===== src/rtl/full_adder_if.sv =====
// Operand/result bundle for the ripple-carry adder.
// The slave side is the adder; the master side drives operands and observes results.
interface full_adder_if #(
    parameter int unsigned WIDTH = 1
) ();
    logic [WIDTH-1:0] a_i;
    logic [WIDTH-1:0] b_i;
    logic             cin_i;
    logic             valid_i;
    logic [WIDTH-1:0] sum_o;
    logic             cout_o;
    logic             ovf_o;
    logic [WIDTH-1:0] sum_q_o;
    logic             cout_q_o;
    logic             ovf_q_o;
    logic             valid_o;

    modport master (
        output a_i, b_i, cin_i, valid_i,
        input  sum_o, cout_o, ovf_o, sum_q_o, cout_q_o, ovf_q_o, valid_o
    );

    modport slave (
        input  a_i, b_i, cin_i, valid_i,
        output sum_o, cout_o, ovf_o, sum_q_o, cout_q_o, ovf_q_o, valid_o
    );
endinterface


===== src/rtl/full_adder.sv =====
// Parameterised ripple-carry adder built from 1-bit full-adder cells, with a
// combinational result path and a valid-qualified one-cycle registered copy.
module full_adder #(
    parameter int unsigned WIDTH = 1
) (
    input  logic         clk_i,
    input  logic         rst_ni,
    full_adder_if.slave  bus
);

    logic [WIDTH:0]   carry;
    logic [WIDTH-1:0] sum;
    logic             ovf;

    // carry[i] is the carry into bit i; carry[WIDTH] is the carry-out of the MSB.
    always_comb begin
        carry    = '0;
        sum      = '0;
        carry[0] = bus.cin_i;
        for (int i = 0; i < WIDTH; i++) begin
            sum[i]     = bus.a_i[i] ^ bus.b_i[i] ^ carry[i];
            carry[i+1] = (bus.a_i[i] & bus.b_i[i]) |
                         (bus.a_i[i] & carry[i])   |
                         (bus.b_i[i] & carry[i]);
        end
        ovf = carry[WIDTH] ^ carry[WIDTH-1];
    end

    assign bus.sum_o  = sum;
    assign bus.cout_o = carry[WIDTH];
    assign bus.ovf_o  = ovf;

    logic [WIDTH-1:0] sum_q, sum_d;
    logic             cout_q, cout_d;
    logic             ovf_q, ovf_d;
    logic             valid_q, valid_d;

    // Results hold while valid_i is low; only the valid flag tracks every edge.
    always_comb begin
        sum_d   = sum_q;
        cout_d  = cout_q;
        ovf_d   = ovf_q;
        valid_d = bus.valid_i;
        if (bus.valid_i) begin
            sum_d  = sum;
            cout_d = carry[WIDTH];
            ovf_d  = ovf;
        end
    end

    always_ff @(posedge clk_i or negedge rst_ni) begin
        if (!rst_ni) begin
            sum_q   <= '0;
            cout_q  <= 1'b0;
            ovf_q   <= 1'b0;
            valid_q <= 1'b0;
        end else begin
            sum_q   <= sum_d;
            cout_q  <= cout_d;
            ovf_q   <= ovf_d;
            valid_q <= valid_d;
        end
    end

    assign bus.sum_q_o  = sum_q;
    assign bus.cout_q_o = cout_q;
    assign bus.ovf_q_o  = ovf_q;
    assign bus.valid_o  = valid_q;

endmodule


===== src/flat_wrapper.sv =====
// flat-port wrapper written by rule: the top's interface ports become plain ports
module full_adder_flat 
#(
    parameter int unsigned WIDTH = 1
)
  (clk_i, rst_ni, bus_a_i, bus_b_i, bus_cin_i, bus_valid_i, bus_sum_o, bus_cout_o, bus_ovf_o, bus_sum_q_o, bus_cout_q_o, bus_ovf_q_o, bus_valid_o);
  full_adder_if #(.WIDTH(WIDTH)) bus_i ();
  input  logic clk_i;
  input  logic rst_ni;
  input wire logic [$bits(bus_i.a_i)-1:0] bus_a_i;
  input wire logic [$bits(bus_i.b_i)-1:0] bus_b_i;
  input wire logic [$bits(bus_i.cin_i)-1:0] bus_cin_i;
  input wire logic [$bits(bus_i.valid_i)-1:0] bus_valid_i;
  output wire logic [$bits(bus_i.sum_o)-1:0] bus_sum_o;
  output wire logic [$bits(bus_i.cout_o)-1:0] bus_cout_o;
  output wire logic [$bits(bus_i.ovf_o)-1:0] bus_ovf_o;
  output wire logic [$bits(bus_i.sum_q_o)-1:0] bus_sum_q_o;
  output wire logic [$bits(bus_i.cout_q_o)-1:0] bus_cout_q_o;
  output wire logic [$bits(bus_i.ovf_q_o)-1:0] bus_ovf_q_o;
  output wire logic [$bits(bus_i.valid_o)-1:0] bus_valid_o;
  assign bus_i.a_i = bus_a_i;
  assign bus_i.b_i = bus_b_i;
  assign bus_i.cin_i = bus_cin_i;
  assign bus_i.valid_i = bus_valid_i;
  assign bus_sum_o = bus_i.sum_o;
  assign bus_cout_o = bus_i.cout_o;
  assign bus_ovf_o = bus_i.ovf_o;
  assign bus_sum_q_o = bus_i.sum_q_o;
  assign bus_cout_q_o = bus_i.cout_q_o;
  assign bus_ovf_q_o = bus_i.ovf_q_o;
  assign bus_valid_o = bus_i.valid_o;
  full_adder #(.WIDTH(WIDTH)) u_core (.clk_i(clk_i), .rst_ni(rst_ni), .bus(bus_i));
endmodule

===== config.mk =====
export PLATFORM = sky130hd
export DESIGN_NAME = full_adder_flat
export DESIGN_NICKNAME = d
export VERILOG_FILES = /design/src/rtl/full_adder_if.sv /design/src/rtl/full_adder.sv /design/src/flat_wrapper.sv
export SDC_FILE = /design/constraint.sdc
export NUM_CORES = 1
export LEC_CHECK = 0
export CORE_AREA = 8 8 45 47
export CTS_CLUSTER_DIAMETER = 200
export DETAILED_ROUTE_END_ITERATION = 8
export DIE_AREA = 0 0 53 55
export PLACE_DENSITY_LB_ADDON = 0.05
export SLEW_MARGIN = 40
export SYNTH_ARGS = -nofsm -noshare
export SYNTH_HDL_FRONTEND = slang
export SYNTH_SLANG_ARGS = --single-unit

===== constraint.sdc =====
create_clock -name clk_i -period 1.6 [get_ports clk_i]
set_input_delay 0.48 -clock clk_i [delete_from_list [all_inputs] [get_ports clk_i]]
set_output_delay 0.48 -clock clk_i [all_outputs]
set_load 0.03 [all_outputs]

==> reports/summary.txt <==
grt total ovfl -> 0
CP top delay family -> buffers and inverters
Final nets -> 35
synth unique cells -> 5
Clock Tree Buf Depth -> 2
adder-cell share of the synthesized area -> 12.0%
Final Wtd Congestion -> 0.639
TritonCTS Sinks -> 4
power density over cell area -> 1070 nW/um2
status -> finished, violations left
slowest stage cell on the critical path -> fa_2
Slew Limit Fails -> 0
Num CTS Buffers -> 3
Max-Cap Viols -> 0
total number of vias -> 143
Critical Path AT -> 1.38 ns
worst-skew pair later-pin latency -> 0.23 ns
final worst setup slack -> -0.257 ns
Via density -> 3.40
fmax -> 539 MHz
synthesized flop and latch total -> 4
Total Wirelength -> 492 um
pre-CTS WS -> -0.836 ns
CP max FO -> 2
Ports -> 13
Final setup violation count -> 3
Syn Nets -> 16
number of global-route vias before repair -> 173
CTS root buf -> clkbuf_4
Pleak -> 0.164 nW
VDD IR max -> 0.286 mV
simple-gate share of the synthesized area -> 0%
PnR Total Power -> 388 uW
worst setup path class -> in -> out
diode count -> 0
initial core utilization -> 12.0%
largest area contributor in the netlist -> dfrtp_1
crit path buf inv count -> 3
largest cells by area after synthesis -> dfrtp_1, mux2_2, fa_1
Synth Cell Area -> 166 um2
crit start category -> primary input
Routed Antenna Nets -> 0
first-pass GRT wire length -> 779 um
Die W -> 53 um
largest family of logic cells by synthesized area -> multiplexers
CTS tree -> built
Syn Area/Cell -> 18.5 um2
failing checks -> negative setup slack
post-synth top area share -> 60.2%
core box area -> 1380 um2
r2r worst-path depth -> 1
Post-CTS Setup Inserts -> 0
Critical Path Max Stage Delay -> 0.38 ns
instance count of the mapped netlist -> 9
post-synthesis compound-gate area fraction -> 0%
worst slew pin tran -> 0.315 ns
Hold Path Class -> in -> async
share of cells above drive strength 1 -> 57.7%
most frequent cells in the layout -> buf_6, dlygate4sd2_1, dfrtp_1
clk_skew -> 0 ns
sequential-to-total area share from yosys stat -> 60.2%
Synth Area in XOR/XNOR -> 5.26%
pin count of the biggest net entering global routing -> 5
CTS clk-pin slew, worst paths -> 0.04 ns
Levels on crit path -> 5
initial antenna violation count -> 0
DRT Pass-1 Iters -> 2
# rows -> 14
post-DR wirelength/cell -> 11.7 um
total global-route track usage -> 4.33%
worst path required time -> 1.12 ns
CTS H-Tree Depth -> 1
max_slew headroom -> 79.1%
min Tclk post-route -> 1.86 ns
DRC violations left -> 0
filler cell count -> 148
Worst setup EP type -> primary output
Port Buffer Count -> 12
P&R area growth vs syn -> 118%
final worst-path cycle share -> 116%
worst path cell trace -> buf_6 -> fa_2 -> buf_6 -> xor2_4 -> buf_6
RSZ-0062 raised after global routing -> true
Die Height -> 55 um
post-synthesis mux area share -> 22.6%
setup_tns -> -0.629 ns
YS warnings -> 0
1st-iter DRT viols -> 3
die area -> 2920 um2
Final Hold Vio Count -> 0
Most Frequent Cell on Critical Path -> buf_6
-- Yosys cell counts --
cell / n
dfrtp_1: 4
mux2_2: 2
fa_1: 1
xor2_1: 1
mux2_4: 1
-- repair_timing --
| item | 4_1_cts | 5_1_grt |
|---|---|---|
| gates resized for setup | 21 | 1 |
| hold buffers | 0 | 0 |
| setup endpoints to repair | 10 | 3 |
| pin swaps | 2 | 2 |
-- flip-flops by register name (all words and copies together) (netlist names) --
signal	flops
u_core.bus.cout_q_o	1
u_core.bus.ovf_q_o	1
u_core.bus.sum_q_o	1
u_core.bus.valid_o	1
-- metal layers --
| metal | part of all wire [%] | routed length, um | GRT usage, % |
|---|---|---|---|
| met5 | 0 | 0 | 0 |
| met4 | 0 | 0 | 3.88 |
| met3 | 24 | 120 | 6.42 |
| met2 | 33 | 163 | 4.49 |
| met1 | 42 | 209 | 3.52 |
-- final timing paths --
path	startpoint	endpoint	slack (ns)
worst max-delay path	bus_b_i	bus_ovf_o	-0.26
worst min-delay path	rst_ni	u_core.bus.sum_q_o$_DFFE_PN0P_	0.45
worst max register to register	u_core.bus.cout_q_o$_DFFE_PN0P_	u_core.bus.cout_q_o$_DFFE_PN0P_	0.85
worst min register to register	u_core.bus.sum_q_o$_DFFE_PN0P_	u_core.bus.sum_q_o$_DFFE_PN0P_	0.50
max in group asynchronous	rst_ni	u_core.bus.ovf_q_o$_DFFE_PN0P_	0.97
min in group clk_i	u_core.bus.sum_q_o$_DFFE_PN0P_	u_core.bus.sum_q_o$_DFFE_PN0P_	0.50
-- final cells by class --
| cell class | count | area (um2) | share of cell area [%] |
|---|---|---|---|
| multi-input combinational | 5 | 87.6 | 24.1 |
| timing repair buffer | 14 | 133 | 36.6 |
| tap | 16 | 20.0 | 5.52 |
| sequential | 4 | 100 | 27.6 |
| clock buffer | 3 | 22.5 | 6.21 |
-- power by group --
group / switching, mW / internal [mW] / leakage (nW)
clock: 0.0396 / 0.0838 / 0.0138
combinational: 0.0785 / 0.0644 / 0.103
sequential: 0.00621 / 0.116 / 0.0467
-- kinds of logic (layout without fill, tap and decap cells) --
logic type	count (synthesis)	in the layout
adder cells (fa/ha/maj)	1	1
XOR/XNOR	1	1
flip-flops	4	4
buffers and inverters	0	17
multiplexers	3	3
-- metrics by stage --
stage	util, %	hold slack (ns)	area (um2)	std cells
after global routing	26.2	0.452	363	42
after detailed placement	24.4	0.499	338	39
after CTS	25.8	0.457	357	42
after floorplan	-	0.184	188	9
after global placement	24.4	0.495	338	39
final	26.2	0.454	363	42
(Power assumes the default switching activity.)
